## src/rtl/game_pkg.sv

```systemverilog
`default_nettype none
// ============================================================================
//  Module   : game_pkg
//  Purpose  : Shared button index map and difficulty encodings used by the
//             button conditioner and the top-level wrapper.
//  Revision : 1.0 - initial release
// ============================================================================
package game_pkg;

  // Bit positions of the board push-buttons inside btn_raw / btn_level / btn_press
  localparam int BTN_U = 0;
  localparam int BTN_D = 1;
  localparam int BTN_L = 2;
  localparam int BTN_R = 3;
  localparam int BTN_C = 4;

  // Lowest button count that still covers every mapped button
  localparam int BTN_MAP_COUNT = 5;

  // Difficulty encodings driven onto the processor difficulty_in bus
  localparam logic [31:0] DIFF_EASY = 32'd1;
  localparam logic [31:0] DIFF_MED  = 32'd2;
  localparam logic [31:0] DIFF_HARD = 32'd3;

  // Next difficulty from this cycle's press pulses; L beats C beats R,
  // and a locked register keeps its current value.
  function automatic logic [31:0] next_difficulty(
    input logic [31:0] cur,
    input logic        lock,
    input logic        press_l,
    input logic        press_c,
    input logic        press_r
  );
    logic [31:0] nxt;
    nxt = cur;
    if (!lock) begin
      if (press_l) begin
        nxt = DIFF_EASY;
      end else if (press_c) begin
        nxt = DIFF_MED;
      end else if (press_r) begin
        nxt = DIFF_HARD;
      end
    end
    return nxt;
  endfunction

endpackage : game_pkg
`default_nettype wire

```

## src/rtl/debounce_channel.sv

```systemverilog
`default_nettype none
// ============================================================================
//  Module   : debounce_channel
//  Purpose  : One push-button channel: two-flop synchronizer, counter-based
//             debounce of both press and release, and a registered one-cycle
//             pulse on each debounced rising edge.
//  Revision : 1.0 - initial release
// ============================================================================
module debounce_channel #(
  parameter int DEBOUNCE_CYCLES = 500000,
  parameter int CNT_W           = 20
) (
  input  logic clock,
  input  logic reset,
  input  logic raw,
  output logic level,
  output logic press
);

  // The counter must reach DEBOUNCE_CYCLES-1 without wrapping
  generate
    if ((64'd1 << CNT_W) <= 64'(DEBOUNCE_CYCLES)) begin : g_bad_cnt_w
      $error("debounce_channel: CNT_W too small for DEBOUNCE_CYCLES");
    end
    if (DEBOUNCE_CYCLES < 1) begin : g_bad_cycles
      $error("debounce_channel: DEBOUNCE_CYCLES must be at least 1");
    end
  endgenerate

  localparam logic [CNT_W-1:0] c_CNT_LAST = CNT_W'(DEBOUNCE_CYCLES - 1);

  logic             sync1_q;
  logic             sync2_q;
  logic [CNT_W-1:0] cnt_q;
  logic [CNT_W-1:0] cnt_d;
  logic             level_q;
  logic             level_d;
  logic             level_dly_q;
  logic             press_q;

  // Bring the asynchronous pin into the clock domain
  always_ff @(posedge clock or posedge reset) begin
    if (reset) begin
      sync1_q <= 1'b0;
      sync2_q <= 1'b0;
    end else begin
      sync1_q <= raw;
      sync2_q <= sync1_q;
    end
  end

  // Accept a new level only after it has differed for DEBOUNCE_CYCLES edges in a row
  always_comb begin
    cnt_d   = cnt_q;
    level_d = level_q;
    if (sync2_q == level_q) begin
      cnt_d = '0;
    end else if (cnt_q == c_CNT_LAST) begin
      level_d = sync2_q;
      cnt_d   = '0;
    end else begin
      cnt_d = cnt_q + 1'b1;
    end
  end

  // Debounce state registers
  always_ff @(posedge clock or posedge reset) begin
    if (reset) begin
      cnt_q   <= '0;
      level_q <= 1'b0;
    end else begin
      cnt_q   <= cnt_d;
      level_q <= level_d;
    end
  end

  // Pulse for one cycle, the cycle after the debounced level rises
  always_ff @(posedge clock or posedge reset) begin
    if (reset) begin
      level_dly_q <= 1'b0;
      press_q     <= 1'b0;
    end else begin
      level_dly_q <= level_q;
      press_q     <= level_q & ~level_dly_q;
    end
  end

  assign level = level_q;
  assign press = press_q;

endmodule : debounce_channel
`default_nettype wire

```

## src/rtl/button_conditioner.sv

```systemverilog
`default_nettype none
// ============================================================================
//  Module   : button_conditioner
//  Purpose  : Conditions the five board push-buttons (sync, debounce, press
//             pulse) and holds the lockable difficulty register fed to the CPU.
//  Revision : 1.0 - initial release
// ============================================================================
module button_conditioner
  import game_pkg::*;
#(
  parameter int NUM_BTN         = 5,
  parameter int DEBOUNCE_CYCLES = 500000,
  parameter int CNT_W           = 20,
  parameter int DIFF_RESET      = 1
) (
  input  logic               clock,
  input  logic               reset,
  input  logic [NUM_BTN-1:0] btn_raw,
  input  logic               difficulty_lock,
  output logic [NUM_BTN-1:0] btn_level,
  output logic [NUM_BTN-1:0] btn_press,
  output logic [31:0]        difficulty,
  output logic               difficulty_changed
);

  // The difficulty logic addresses buttons by their fixed bit positions
  generate
    if (NUM_BTN < BTN_MAP_COUNT) begin : g_bad_num_btn
      $error("button_conditioner: NUM_BTN must cover the U/D/L/R/C map");
    end
  endgenerate

  localparam logic [31:0] c_DIFF_RESET = 32'(DIFF_RESET);

  // One independent conditioning channel per button
  generate
    for (genvar i = 0; i < NUM_BTN; i++) begin : g_chan
      debounce_channel #(
        .DEBOUNCE_CYCLES (DEBOUNCE_CYCLES),
        .CNT_W           (CNT_W)
      ) u_chan (
        .clock (clock),
        .reset (reset),
        .raw   (btn_raw[i]),
        .level (btn_level[i]),
        .press (btn_press[i])
      );
    end
  endgenerate

  logic [31:0] diff_q;
  logic [31:0] diff_d;
  logic        changed_q;
  logic        changed_d;

  // Select the next difficulty from this cycle's press pulses
  always_comb begin
    diff_d    = next_difficulty(diff_q, difficulty_lock,
                                btn_press[BTN_L], btn_press[BTN_C], btn_press[BTN_R]);
    changed_d = (diff_d != diff_q);
  end

  // Difficulty register and its change pulse update together
  always_ff @(posedge clock or posedge reset) begin
    if (reset) begin
      diff_q    <= c_DIFF_RESET;
      changed_q <= 1'b0;
    end else begin
      diff_q    <= diff_d;
      changed_q <= changed_d;
    end
  end

  assign difficulty         = diff_q;
  assign difficulty_changed = changed_q;

endmodule : button_conditioner
`default_nettype wire

```

## config.mk

```make
export PLATFORM = sky130hd
export DESIGN_NAME = button_conditioner
export DESIGN_NICKNAME = d
export VERILOG_FILES = /design/src/rtl/game_pkg.sv /design/src/rtl/debounce_channel.sv /design/src/rtl/button_conditioner.sv
export SDC_FILE = /design/constraint.sdc
export NUM_CORES = 1
export LEC_CHECK = 0
export ABC_AREA = 1
export BUFFER_PORTS_ARGS = -buffer_cell sky130_fd_sc_hd__buf_2
export CORE_MARGIN = 1.5
export CORE_UTILIZATION = 61
export DETAILED_ROUTE_END_ITERATION = 6
export PLACE_DENSITY = 0.8
export SLEW_MARGIN = 20
export SYNTH_ARGS = -nofsm -noshare
export SYNTH_HDL_FRONTEND = slang
export SYNTH_SLANG_ARGS = --single-unit
```

## constraint.sdc

```tcl
create_clock -name clock -period 5.86 [get_ports clock]
set_input_delay 0.586 -clock clock [delete_from_list [all_inputs] [get_ports clock]]
set_output_delay 0.586 -clock clock [all_outputs]
set_load 0.005 [all_outputs]
```

## Word level (Yosys, flattened, before mapping)

Index checks and enable logic that the tools add are counted.

| word-level totals | value |
|---|---|
| word-level logic and storage cells | 82 |
| flip-flop bits (word level) | 158 |
| output and inout bits | 43 |
| bits of input ports | 8 |

| cells by class | value |
|---|---|
| equality and inequality tests | 11 |
| reduce and logical (&&, ||, !) cells | 5 |
| bitwise gates (word level) | 15 |
| muxes and demuxes | 14 |
| add/subtract/negate cells | 5 |

Operators with widths:

| operator | count |
|---|---|
| 20-bit 2-to-1 mux | 10 |
| 32-bit 2-to-1 mux | 4 |
| 20-bit by 1-bit adder with 20-bit output, second input constant | 5 |
| 20-bit by 19-bit equality test with 1-bit output, second input constant | 5 |
| 32-bit inequality test | 1 |
| 1-bit inverter | 10 |
| 2-bit AND reduction | 5 |
| 1-bit bitwise AND | 5 |
| 1-bit equality test | 5 |

## Depth between registers and ports, before layout

Gate-level depths: netlist of the first run.

| logic depth | value |
|---|---|
| depth after elaboration | 5 |
| gate-level depth with buffers | 9 |
| depth with buffers taken out | 9 |

## Cells and area by module

A second synthesis of the first run with hierarchy kept.

| unflattened totals | value |
|---|---|
| cells, all modules | 1040 |
| area total of the unflattened synthesis | 8286.7 um^2 |

Modules (own cells, without submodules):

| module | sequential area each (um^2) | area each (um^2) | cells each | instances |
|---|---|---|---|---|
| debounce_channel | 625.6 | 1395.1 | 179 | 5 |
| button_conditioner | 827.0 | 1311.3 | 145 | 1 |

## Worst setup path after synthesis of the first run

OpenSTA, ideal clock, no wires.

| timing path | value |
|---|---|
| path kind | reg2reg |
| start | register g_chan[0].u_chan.cnt_q[0] |
| end | register g_chan[0].u_chan.cnt_q[14] |
| setup slack | 4456 ps |
| data required time | 5728 ps |
| period minus slack after synthesis | 1404 ps |
| cell stages (with the launch flop) | 8 |
| buffers on the path | 0 |
| arrival time | 1272 ps |
| library setup time | 132 ps |
| cells stage by stage | dfrtp_1 -> ha_1 -> nand2_1 -> nor2_1 -> nand2_1 -> nor2_1 -> xor2_1 -> nor2_1 |

| between the ends | value |
|---|---|
| longest elaborated chain between the ends | 3 |
| elaborated cells between the ends (all ways) | 4 |
| those cells by class | 1 x add/sub; 1 x eq/ne; 2 x mux |

RTL lines:

| item | line | RTL |
|---|---|---|
| start, declared | debounce_channel.sv:34 | `logic [CNT_W-1:0] cnt_q;` |
| start signal, assigned | debounce_channel.sv:72 | `cnt_q <= cnt_d;` |
| 20-bit by 1-bit adder with 20-bit output / 20-bit by 19-bit equality test with 1-bit output (equally long branches) | debounce_channel.sv:62, debounce_channel.sv:58 |  |
| 20-bit 2-to-1 mux * | debounce_channel.sv:58 | `end else if (cnt_q == c_CNT_LAST) begin` |
| 20-bit 2-to-1 mux * | debounce_channel.sv:56 | `if (sync2_q == level_q) begin` |
| named net g_chan[0].u_chan.cnt_d[14] | debounce_channel.sv:35 | `logic [CNT_W-1:0] cnt_d;` |

Mark *: on every way through the listed nets, which the timed path passes. The rest lies on a longest branch.
A chain may end at the register's enable or synchronous reset.

## Worst setup path in the final report of the first run

| timing path | value |
|---|---|
| start | register diff_q[0], in the netlist difficulty[0] |
| end | output difficulty[0] |

RTL lines:

| item | line | RTL |
|---|---|---|
| start, declared | button_conditioner.sv:51 | `logic [31:0] diff_q;` |
| start signal, assigned | button_conditioner.sv:66 | `diff_q <= c_DIFF_RESET;` |
| start signal, assigned | button_conditioner.sv:69 | `diff_q <= diff_d;` |
| end, declared | button_conditioner.sv:22 | `output logic [31:0] difficulty,` |

No word-level cell between the ends.

==> results.txt, run 1 <==
The final routed wire length divided by cell count is approximately 13 um. The total area of multi-input combinational cells came out at approximately 3500 um^2. Prior to clock tree synthesis, the placed netlist has a worst setup slack of ~3.7 ns. The library cell used most frequently in the layout, excluding fill and tap cells, is sky130_fd_sc_hd__nor2_1.

The proportion of synthesized flip-flops having asynchronous set or reset is between 90% and 100%. The maximum number of pins on one net before global-route repair is 104. The register bit count reported by yosys is ~160.

The leakage power of the design came out at about 4.1 nW. The total DRC errors in the routed layout is 0. TritonCTS built the clock tree.

At the later pin of the worst-skew pair, clock insertion delay measures ~0.43 ns. In this run, CTS created clock tree buffers numbering 17. The clock network is responsible for 47.4% of the overall power. The aggregate routed wire length came out at between 15000 and 20000 um. The area share of the leading cell type in the synthesized netlist came out at about half.

The layout cell share with drive strength beyond 1 is 11.4%. The internal portion of total power is about 1.8 mW. The tree built by TritonCTS fans out to 158 sinks. STA classifies the critical path endpoint as an output pin. The power share of the combinational group came out at about 4.0%. The net switching power of the design is 0.519 mW. The master cell of the clock root buffer is sky130_fd_sc_hd__clkbuf_16. The highest-delay cell along the critical path is sky130_fd_sc_hd__dfstp_2. In this run, post-CTS hold repair placed 0 buffers. The post-layout net count came out at roughly 1100. The filler cell count in the final layout came out at about 1000.

The startpoint of the worst register-to-register path is g_chan[4].u_chan.cnt_q[0]. The cell family contributing the most delay on the critical path is flip-flops. The adder-cell area share of the yosys netlist came out at 0.770%. The count of endpoints failing setup in the final report came out at 0. Clock-pin slew was measured on the worst setup and hold paths at ~0.06 ns.

The portion of synthesized area spent on multiplexers is 0%. The count of antenna diodes in the layout is 0. The run finished with clean final reports. The number of max-cap violations came out at 0.

The starting utilization of the core area is around 63%. The worst hold path begins at btn_raw[4]. The synthesized netlist cell count came out at about 1100. The distinct cell type count of the synthesized netlist is 32. The total nets after synthesis is around 1100. The number of rows created at floorplan came out at 41. The total overflow reported by the global router is 0.

The number of global-route vias before repair is between 6000 and 7000. The largest area contributor in the netlist is sky130_fd_sc_hd__dfrtp_1. The area share of and/or/nand/nor cells after synthesis came out at around 35%. The combined global-route utilization of all metal layers is a little over a quarter. The number of pins with negative max-slew slack in the final report came out at 0. The number of vias per cell after detailed routing is ~5.2. The number of synthesis warnings came out at 0. The shortest clock period the worst path allows after layout is ~1.7 ns. The largest driver fanout on the critical path is 5. After synthesis, the largest family of logic cells by area is simple AND/OR/NAND/NOR gates. The switching power as a share of total power came out at between 20 and 25%. The count of nets left with antenna violations once routing finished came out at 0. The congestion estimate from routability-driven global placement came to around 0.94.

A synthesized cell averages between 7 and 8 um^2. The initial antenna violation count is 0. In the layout the commonest cells are 272 x sky130_fd_sc_hd__nor2_1, 199 x sky130_fd_sc_hd__nand2_1, 157 x sky130_fd_sc_hd__dfrtp_1, 138 x sky130_fd_sc_hd__inv_1, 89 x sky130_fd_sc_hd__nand3_1. The wire length of the first global-routing pass came out at 30300 um. In this run the power density over the cells is 257 nW/um^2. The number of endpoints with negative hold slack in the final report is 0. The endpoint arrival time on the critical path came out at 1.13 ns. Once detailed placement completed, the half-perimeter wirelength came to ~12000 um. The synthesized design contains 0 enable-type register cells.

Tracing the worst setup path back leads to its startpoint at difficulty[0]. The maximum clock path buffer count came out at 2. The most used flip-flop cell after synthesis is sky130_fd_sc_hd__dfrtp_1. The floorplan step set the die height to 118 um. After clock tree synthesis, the setup repair step added 0 buffers.

The post-synthesis sequential area ratio is approximately half. In this run, post-CTS repair resized a total of 0 instances. The die area came out at around 14000 um^2. The largest stage delay on the critical path came out at 0.57 ns. Adding up every negative setup slack in the final design gives 0 ns.

The transition at the pin with the smallest max-transition slack came out at slightly below 0.9 ns. By area the synthesized netlist is led by sky130_fd_sc_hd__dfrtp_1 48%, sky130_fd_sc_hd__nor2_1 13%, sky130_fd_sc_hd__nand2_1 9.2%, sky130_fd_sc_hd__inv_1 6.4%, sky130_fd_sc_hd__nand3_1 5.5%. The share of the synthesized area in compound gates (AO/OA/AOI/OAI) is under 10%. The top achievable clock speed is between 500 and 600 MHz.

Compared with the post-synthesis result, the final layout area differs by 12.0%. The count of buffering cells on the critical path with inverters included is 1. The port buffer count came out at 50. The type of the worst min-delay path is in -> reg.

The remaining max-slew budget at the tightest pin is 41.5%. The combined flip-flop and latch cell area is 3960 um^2. The worst setup path is launched from a register. The clock skew after layout is between 0.004 and 0.005 ns. 51 I/O pins were placed.

Walking the worst path, the cells encountered are buf_2. STA puts the critical path data required time at 5.27 ns. The xor/xnor share of the synthesized area is between 4 and 5%.

The part of the cycle the worst path needs is ~29%. The setup slack of the critical path after layout is between 4 and 5 ns. The initial DRC count came out at between 500 and 600.

Sequential cells burn between 40% and 50% of the power. The length of the first detailed-routing pass in iterations came out at 6. After synthesis the cells add up to 8120 um^2. The worst setup path is of the reg -> out kind. The die is 118 um wide. Setup repair after global routing left no endpoint under its margin. The maximum level of the CTS H-tree is 4. The maximum resistive drop on vdd came out at 0.217 mV.

The via count of the routed design is roughly 6700. The total area inside the core boundary comes to ~13000 um^2.
-- synthesized netlist by cell type, types with 2 or more instances --
master,instances
sky130_fd_sc_hd__xnor2_1,5
sky130_fd_sc_hd__xor2_1,35
sky130_fd_sc_hd__xor2_2,2
sky130_fd_sc_hd__nor3_1,16
sky130_fd_sc_hd__o21bai_1,2
sky130_fd_sc_hd__nand2_1,199
sky130_fd_sc_hd__dfrtp_1,157
sky130_fd_sc_hd__inv_1,139
sky130_fd_sc_hd__o21a_1,4
sky130_fd_sc_hd__nand2_2,13
sky130_fd_sc_hd__buf_2,7
sky130_fd_sc_hd__inv_2,2
sky130_fd_sc_hd__o21ai_0,18
sky130_fd_sc_hd__nand4_1,16
sky130_fd_sc_hd__nor2_2,14
sky130_fd_sc_hd__nor3b_1,6
sky130_fd_sc_hd__a21oi_1,13
sky130_fd_sc_hd__nor2_1,272
sky130_fd_sc_hd__and2_1,4
sky130_fd_sc_hd__ha_1,5
sky130_fd_sc_hd__nand3_1,89
sky130_fd_sc_hd__nor2_4,9
sky130_fd_sc_hd__nand3b_1,11
sky130_fd_sc_hd__buf_4,10
-- kinds of logic (layout without fill, tap and decap cells) --
family / after synthesis / in the layout
AND/OR/NAND/NOR: 654 / 654
buffers and inverters: 159 / 224
flip-flops: 158 / 158
XOR/XNOR: 42 / 42
AO/OA/AOI/OAI: 38 / 38
adder cells (fa/ha/maj): 5 / 5
-- cell type report --
type | count | area share, %
Sequential cell | 158 | 43.5
Multi-Input combinational cell | 739 | 38.9
Inverter | 141 | 5.87
Clock buffer | 23 | 5.36
Timing Repair Buffer | 51 | 2.83
Tap cell | 172 | 2.37
Clock inverter | 9 | 1.20
-- through the flow --
stage | cell area (um^2) | hold WS, ns | total power, mW | std cells | util, %
after global routing | 9100 | 0.251 | 2.41 | 1293 | 70.9
after global placement | 8490 | 0.332 | 1.24 | 1261 | 66.2
final | 9100 | 0.263 | 2.34 | 1293 | 70.9
after floorplan | 8120 | 0.331 | 1.21 | 1056 | -
after CTS | 9100 | 0.245 | 2.35 | 1293 | 70.9
after detailed placement | 8500 | 0.341 | 1.25 | 1261 | 66.3
-- power groups by stage --
| stage | clock network, mW | registers (mW) | logic, mW |
|---|---|---|---|
| final | 1.11 | 1.14 | 0.0932 |
| after global routing | 1.17 | 1.14 | 0.108 |
| after CTS | 1.12 | 1.14 | 0.0957 |
| after detailed placement | 0 | 1.15 | 0.0939 |
| after global placement | 0 | 1.15 | 0.0909 |
| after floorplan | 0 | 1.15 | 0.0590 |
-- worst reg2reg max path, cell delays in order, from the launching register on --
cell and delay (ns):
sky130_fd_sc_hd__dfrtp_1 0.44, sky130_fd_sc_hd__ha_1 0.23, sky130_fd_sc_hd__nand2_1 0.10, sky130_fd_sc_hd__nor2_1 0.27, sky130_fd_sc_hd__nand3_1 0.17, sky130_fd_sc_hd__nand2_1 0.25
sky130_fd_sc_hd__a21oi_1 0.08
-- flip-flops by register name (all words and copies together), names as in the netlist --
signal,cells
g_chan.u_chan.cnt_q,100
difficulty,32
g_chan.u_chan.level,5
g_chan.u_chan.level_dly_q,5
g_chan.u_chan.press,5
g_chan.u_chan.sync1_q,5
g_chan.u_chan.sync2_q,5
difficulty_changed,1
-- final timing paths --
check | endpoint | slack [ns] | cells past startpoint
worst max-delay path | difficulty[0] | 4.15 | 1
worst min-delay path | g_chan[4].u_chan.sync1_q | 0.26 | 1
worst max register to register | g_chan[4].u_chan.cnt_q[18] | 4.18 | 6
worst min register to register | g_chan[1].u_chan.sync2_q | 0.35 | 0
max in group asynchronous | g_chan[2].u_chan.cnt_q[18] | 4.29 | 3
min in group asynchronous | g_chan[2].u_chan.cnt_q[9] | 0.36 | 2
-- metal layers --
metal  GRT usage, %  wire length [um]  vias up
met5              0                 0        -
met3           5.69               819       41
met4           10.1               342        0
met2           42.3              8090      180
li1               -                 -     3364
met1           36.7              7950     3132
No activity file was read; power rests on OpenSTA's default activity.
==> inputs of run 2 (changes only) <==
Settings changed: CORE_UTILIZATION 61 to 55, PLACE_DENSITY 0.8 to 0.76.
Clock period 5.86 ns to 1.5 ns, I/O delays scaled along.
==> results.txt, run 2 (synthesis results as in run 1) <==
The run finished with clean final reports. The total area of multi-input combinational cells is around 3700 um^2. The cell family contributing the most delay on the critical path is simple AND/OR/NAND/NOR gates. The floorplan step set the die height to 125 um.

The aggregate routed wire length is approximately 17000 um. The count of boundary I/O pins is between 50 and 60. The clock reaches the later pin of the worst-skew pair after about 0.43 ns. The layout cell share with drive strength beyond 1 came out at between 15 and 20%. The number of pins with negative max-slew slack in the final report is 0. The top achievable clock speed came out at just under 700 MHz. The maximum number of pins on one net before global-route repair came out at 62. Registers are responsible for roughly half of the overall power. The count of endpoints failing setup in the final report came out at 0. Traced cell by cell, the critical path runs through ha_2 > nand2_2 > nor2_4 > nand3b_1 > o21ai_0 > a21oi_1.

The switching power as a share of total power is 22.2%. The count of buffering cells on the critical path with inverters included is 0. The longest clock path from root to sink contains 2 buffers. In this run the worst hold path is classified as in -> reg. The number of max-cap violations is 0. The share of total power dissipated in the clock network is a little under half. In this run the core area contains 44 standard-cell rows. The transition at the pin with the smallest max-transition slack is 0.503 ns. The number of vias per cell after detailed routing is 5.12. Counting every sink on the clock net gives 158. Cell internal power was estimated by the tool at 7.10 mW.

The die covers about 16000 um^2. The initial antenna violation count came out at 0. The port buffer count came out at 50. The smallest clock period supported by the final layout is computed as around 1.5 ns. For this run, the number of standard cells in the final layout without fillers is about 1300. The tree is rooted in a sky130_fd_sc_hd__clkbuf_16.

The final sum of negative setup slack is 0 ns. STA classifies the critical path startpoint as a register. The number of endpoints with negative hold slack in the final report was 0. For this run the aggregate overflow at the end of global routing stands at 0. After detailed routing, the average wire length per cell comes to ~13 um. The first global-routing pass estimated 29500 um of wire.

The final estimated routing congestion in global placement came out at 0.880. The final HPWL from detailed placement came out at approximately 12000 um. The part of the cycle the worst path needs came out at 96.7%. The flip-flop count of the largest register, all copies and words added came out at 100. After the last flow step, the layout net total stands at ~1200. STA puts the critical path data required time at 1.81 ns. The power share of the combinational group came out at about 4.8%. Setup repair after global routing could not meet its margin everywhere. The worst setup path is of the reg -> reg kind. TritonCTS built the clock tree.

The maximum level of the CTS H-tree is 4. The via count of the routed design is 6849. The number of cells after detailed placement is ~1300.

The total DRC errors in the routed layout is 0. In this run, the number of DRC markers left after iteration 0 of detailed routing was approximately 480. The library cell used most frequently in the layout, excluding fill and tap cells, is sky130_fd_sc_hd__nor2_1. The post-detailed-route count of antenna-violating nets is 0. The layout-stage area growth over the synthesis result came out at 17.3%. The critical path endpoint category is a register. The starting utilization of the core area is a little under three fifths. The combined flip-flop and latch cell area is around 4000 um^2.

The net switching power of the design is 2.02 mW. The CTS clock-pin slew for the worst setup and hold paths is roughly 0.06 ns. The largest stage delay on the critical path came out at 0.38 ns. The power density over the cells came out at roughly 960 nW/um^2. The number of global-route vias before repair came out at between 6000 and 7000.

The highest-delay cell along the critical path is sky130_fd_sc_hd__dfrtp_1. The core region area came out at ~14000 um^2. The completed layout was analyzed and its total power is a little over 9 mW.

The maximum resistive drop on vdd came out at between 0.7 and 0.8 mV. Along the worst path, the maximum fanout reaches 4. The pre-antenna-repair detailed-routing pass consisted of 5 iterations. The clock skew after layout came out at 0.00650 ns. The clock buffer count from CTS came out at 17. The leakage power of the design is between 4 and 5 nW. The horizontal die dimension is about 120 um. STA puts the critical path data arrival time at 1.76 ns.

The filler cell count in the final layout is between 1000 and 1500. The combined global-route utilization of all metal layers came out at a little under a quarter. In the layout the commonest cells are 259 x sky130_fd_sc_hd__nor2_1, 190 x sky130_fd_sc_hd__nand2_1, 154 x sky130_fd_sc_hd__dfrtp_1, 136 x sky130_fd_sc_hd__inv_1, 86 x sky130_fd_sc_hd__nand3_1. 0 antenna diodes ended up in the layout. The remaining max-slew budget at the tightest pin is about two thirds. Counting flops per register, the top entry is g_chan.u_chan.cnt_q.
run 2: final cells by class:
cell class / instances / area share (%)
clock buffer: 23 / 5.02
clock inverter: 9 / 1.16
inverter: 141 / 5.59
multi-input combinational: 739 / 38.3
sequential: 158 / 41.5
tap: 184 / 2.42
timing repair buffer: 85 / 5.94
run 2: worst min-delay path: stages:
cell	delay, ns
sky130_fd_sc_hd__buf_2	0.12
sky130_fd_sc_hd__nor2_1	0.07
sky130_fd_sc_hd__a21oi_1	0.14
run 2: what timing repair did:
action,in CTS,in global routing
pin swaps,0,8
setup endpoints to repair,3,83
hold buffers,6,0
buffers inserted,0,3
hold endpoints to repair,162,0
resized for setup,3,40
run 2: final timing paths:
path,start,end,slack [ns],depth (start not counted)
setup / recovery,g_chan[1].u_chan.cnt_q[0],g_chan[1].u_chan.cnt_q[18],0.05,6
hold / removal,difficulty_lock,difficulty[1],0.10,3
setup reg to reg,g_chan[1].u_chan.cnt_q[0],g_chan[1].u_chan.cnt_q[18],0.05,6
hold reg to reg,g_chan[1].u_chan.sync1_q,g_chan[1].u_chan.sync2_q,0.35,0
max in group asynchronous,reset,g_chan[1].u_chan.cnt_q[6],0.64,4
min in group asynchronous,reset,g_chan[3].u_chan.cnt_q[11],0.17,3
run 2: power groups by stage:
stage	Combinational (mW)	Clock [mW]	Sequential, mW
after CTS	0.432	4.35	4.43
after global routing	0.501	4.53	4.44
after detailed placement	0.414	0	4.51
after global placement	0.407	0	4.50
final	0.434	4.26	4.43
after floorplan	0.231	0	4.51
run 2: through the flow:
stage | cell area, um^2 | hold WS [ns] | utilization [%] | setup WS (ns)
2_1_floorplan | 8130 | 0.181 | - | -0.650
3_3_place_gp | 8730 | 0.0639 | 60.3 | 0.0637
3_5_place_dp | 8730 | 0.0632 | 60.3 | -0.00669
4_1_cts | 9390 | 0.106 | 64.8 | 0.0121
5_1_grt | 9530 | 0.125 | 65.8 | -0.0262
6_report | 9530 | 0.103 | 65.8 | 0.0497
run 2: layer usage:
layer | vias to the layer above | GRT usage [%] | wire length, um | part of all wire (%)
met3 | 24 | 4.94 | 741 | 4.2
met1 | 3217 | 31.7 | 8040 | 46
li1 | 3436 | - | - | -
met5 | - | 0 | 0 | 0
met2 | 172 | 37.8 | 8430 | 48
met4 | 0 | 6.90 | 262 | 1.5
==> inputs of run 3 (changes only) <==
Settings changed: ABC_AREA 1 to 0, CORE_UTILIZATION 55 to 54.
==> results.txt, run 3 <==
The first global-routing pass estimated approximately 32000 um of wire. The clock buffer count from CTS came out at 17. The post-route cell area came out at a little over 10000 um^2. The shortest clock period the worst path allows after layout came out at 2.15 ns. The placed cell area is between 8000 and 9000 um^2. The count of endpoints failing setup in the final report is 100. The final estimated routing congestion in global placement is 0.896. The final HPWL from detailed placement came out at around 11000 um. The floorplan step set the die height to 117 um.

The flip-flop count of the largest register, all copies and words added is 100. The number of global-route vias before repair came out at 6581. The core utilization of the finished layout came out at between 80% and 90%.

The aggregate routed wire length is between 20000 and 25000 um. The maximum number of pins on one net before global-route repair came out at 83. The horizontal die dimension came out at between 100 and 150 um. The worst hold-check slack came out at -0.00535 ns. Dividing the detail-routed wire length by the instance count gives approximately 20 um. The number of enable flip-flop cells after synthesis is 0. The core region area came out at 12600 um^2. The length of the first detailed-routing pass in iterations came out at 5. The largest stage delay on the critical path came out at ~0.58 ns.

Measured against its own limit, the worst slew margin works out to between 60% and 70%. The number of max-cap violations is 0. The layout-stage area growth over the synthesis result came out at 46.4%. The worst setup path is of the reg -> reg kind. The routed layout has around 6400 vias. The critical path goes through ha_4 > nand4_4 > or4_4 > buf_6 > buf_6 > xor2_1 > nor2_1.

The worst setup path is launched from a register. The H-tree was split into 4 levels. The clock network latency to the later pin of the worst-skew pair is 0.44 ns. Setup repair after global routing could not meet its margin everywhere. Summed over all failing endpoints, the final setup total negative slack is -26.16 ns. The critical path required time is approximately 1.8 ns.

The checks that failed: hold timing, setup timing. TritonCTS built the clock tree. The number of vias per cell after detailed routing came out at ~5.9. The count of boundary I/O pins is 51. The total nets after synthesis came out at just under 700. Leaving out fill and tap cells, the most frequent cells in the layout are 155 x sky130_fd_sc_hd__dfrtp_1, 149 x sky130_fd_sc_hd__buf_4, 50 x sky130_fd_sc_hd__buf_2, 36 x sky130_fd_sc_hd__nand2_1. The power density over the cells came out at between 900 and 1000 nW/um^2.

The largest driver fanout on the critical path came out at 4. The number of antenna diodes in the final layout is 0. The number of endpoints with negative hold slack in the final report is 1. The top achievable clock speed is ~460 MHz. The min-delay analysis places its worst path in the category in -> reg. The run finished, with violations left. The total overflow reported by the global router is 0. VDD sags by at most slightly above 0.7 mV. The initial utilization of the core area, before any placement, comes to 55.5%.

The tree is rooted in a sky130_fd_sc_hd__clkbuf_16. The most common flop cell mapped by yosys is sky130_fd_sc_hd__dfrtp_1. In this run the tool buffered the top-level ports with 50 buffer cells.

For this design, the slowest cell found on the critical path is sky130_fd_sc_hd__or4_4. Global routing used a little under a third of the available tracks across all layers. For this run, design rule violations remaining after detail routing come to 0. The number of rows created at floorplan came out at just over 40.

The critical path endpoint category is a register. The clock passes through at most 2 buffers. The post-detailed-route count of antenna-violating nets came out at 0.

The largest area contributor in the netlist is sky130_fd_sc_hd__dfrtp_1. The setup slack of the critical path after layout is -0.652 ns. The number of cells after detailed placement came out at 1008. The average instance area after synthesis came out at between 10 and 15 um^2. Leaving out fill and tap cells, the most frequent cell in the layout is sky130_fd_sc_hd__dfrtp_1. The synthesized netlist cell count is between 600 and 700. The number of pins with negative max-slew slack in the final report is 0. Clock tree synthesis found a total of between 150 and 200 sinks. The number of different library cells used by synthesis comes to 44.

In this design, the critical path's most frequently occurring cell is sky130_fd_sc_hd__buf_6. The commonest cells after synthesis are 157 x sky130_fd_sc_hd__dfrtp_1, 82 x sky130_fd_sc_hd__nor2_1, 36 x sky130_fd_sc_hd__nand2_1, 36 x sky130_fd_sc_hd__xnor2_1, 35 x sky130_fd_sc_hd__nor2b_1. Counting flops per register, the top entry is g_chan.u_chan.cnt_q. The non-filler instance count after layout came out at around 1100.

The endpoint arrival time on the critical path came out at around 2.5 ns. The die covers roughly 14000 um^2. The number of synthesis warnings is 0.

The initial antenna violation count is 0. The initial DRC count came out at ~480. After clock tree synthesis, the clock-pin slew on the worst setup and hold paths is approximately 0.07 ns. The pre-CTS worst setup slack is -0.443 ns. The mapped cell area came out at ~7000 um^2. The part of the cycle the worst path needs came out at 143%. The register bit count reported by yosys came out at between 150 and 200.

The proportion of synthesized flip-flops having asynchronous set or reset came out at between 90% and 100%. Among all cell types in the netlist, the one instantiated most often is sky130_fd_sc_hd__dfrtp_1. Yosys attributes the largest share of cell area to sky130_fd_sc_hd__dfrtp_1 56%, sky130_fd_sc_hd__xnor2_1 4.5%, sky130_fd_sc_hd__nor2_1 4.4%, sky130_fd_sc_hd__xor2_1 3.6%, sky130_fd_sc_hd__nor2b_1 3.1%. At the pin with the least slew margin, the transition time is 0.570 ns. The final layout contains 912 nets. In the final layout, the share of cells above drive strength 1 is around 46%. The area share of the leading cell type in the synthesized netlist came out at between 50% and 60%.

Sequential elements use about 56% of the synthesized area. For the final database, setup skew stands at approximately 0.011 ns. For this design the static power due to leakage is 4.61 nW.
[run 3: changes by cell type in the layout (fill, tap and decap cells not counted), moves of 30 or more]
cell,delta
sky130_fd_sc_hd__nand2_1,-154
sky130_fd_sc_hd__buf_4,+123
sky130_fd_sc_hd__inv_1,-124
sky130_fd_sc_hd__xnor2_1,+30
sky130_fd_sc_hd__nand3_1,-57
sky130_fd_sc_hd__nor2_1,-225
sky130_fd_sc_hd__buf_6,+30
sky130_fd_sc_hd__nor2b_1,+35
[run 3: metal layers]
metal / wire length, um / GRT usage (%) / part of all wire, % / up-vias
met5: 0 / 0 / 0 / -
met4: 1030 / 16.5 / 4.7 / 0
met3: 1270 / 5.30 / 5.8 / 101
met2: 11200 / 53.9 / 51 / 320
met1: 8300 / 36.5 / 38 / 3211
li1: - / - / - / 2811
[run 3: timing repair]
item / CTS / global route
cloned: 6 / 2
pin swaps: 32 / 38
buffers inserted: 25 / 13
endpoints found under the setup margin: 121 / 101
hold buffers: 6 / 0
hold endpoints to repair: 162 / 0
gates resized for setup: 72 / 105
[run 3: final cells by class]
| type | count | area, um^2 |
|---|---|---|
| flip-flops and latches | 158 | 3960 |
| multi-input cells | 467 | 3540 |
| fillers | 679 | 2360 |
| repair buffers | 241 | 1890 |
| clock buffers | 20 | 467 |
| well taps | 172 | 215 |
| clock inverters | 12 | 136 |
| inverters | 14 | 56.3 |
[run 3: worst paths after layout]
check	end	slack, ns	cells past startpoint	startpoint
min in group asynchronous	g_chan[4].u_chan.cnt_q[8]	0.41	4	reset
max reg2reg	g_chan[1].u_chan.cnt_q[12]	-0.65	7	g_chan[1].u_chan.cnt_q[0]
min reg2reg	g_chan[3].u_chan.sync2_q	0.35	0	g_chan[3].u_chan.sync1_q
max	g_chan[1].u_chan.cnt_q[12]	-0.65	7	g_chan[1].u_chan.cnt_q[0]
max in group asynchronous	g_chan[0].u_chan.level	0.74	4	reset
min	difficulty_changed	-0.005	2	difficulty_lock
[run 3: through the flow]
stage	power (mW)	hold WS [ns]
5_1_grt	9.50	0.00841
4_1_cts	9.15	0.0164
6_report	9.24	-0.00535
2_1_floorplan	4.62	0.181
3_3_place_gp	4.75	0.258
3_5_place_dp	4.77	0.260
[run 3: where the power goes]
group	switching (mW)	internal [mW]	leakage, nW
Combinational	0.274	0.209	2.15
Sequential	0.0437	4.31	2.16
Clock	1.82	2.59	0.294
Total	2.13	7.11	4.61
[run 3: logic make-up after synthesis]
logic type	after synthesis	share of synthesized area (%)
AOI/OAI and AO/OA	72	6.46
xor gates and xnor gates	65	8.12
adders and majority gates	5	0.893
buffers and inverters	38	2.62
DFF	158	56.4
muxes	6	0.946
and+or+nand+nor	319	24.5
[run 3: worst max-delay path, delay by kind of cell (launching register included)]
family | cells | cell delay (ns)
flops | 1 | 0.42
simple gates | 3 | 0.99
fa+ha+maj | 1 | 0.19
xor+xnor | 1 | 0.16
buf+inv | 2 | 0.25
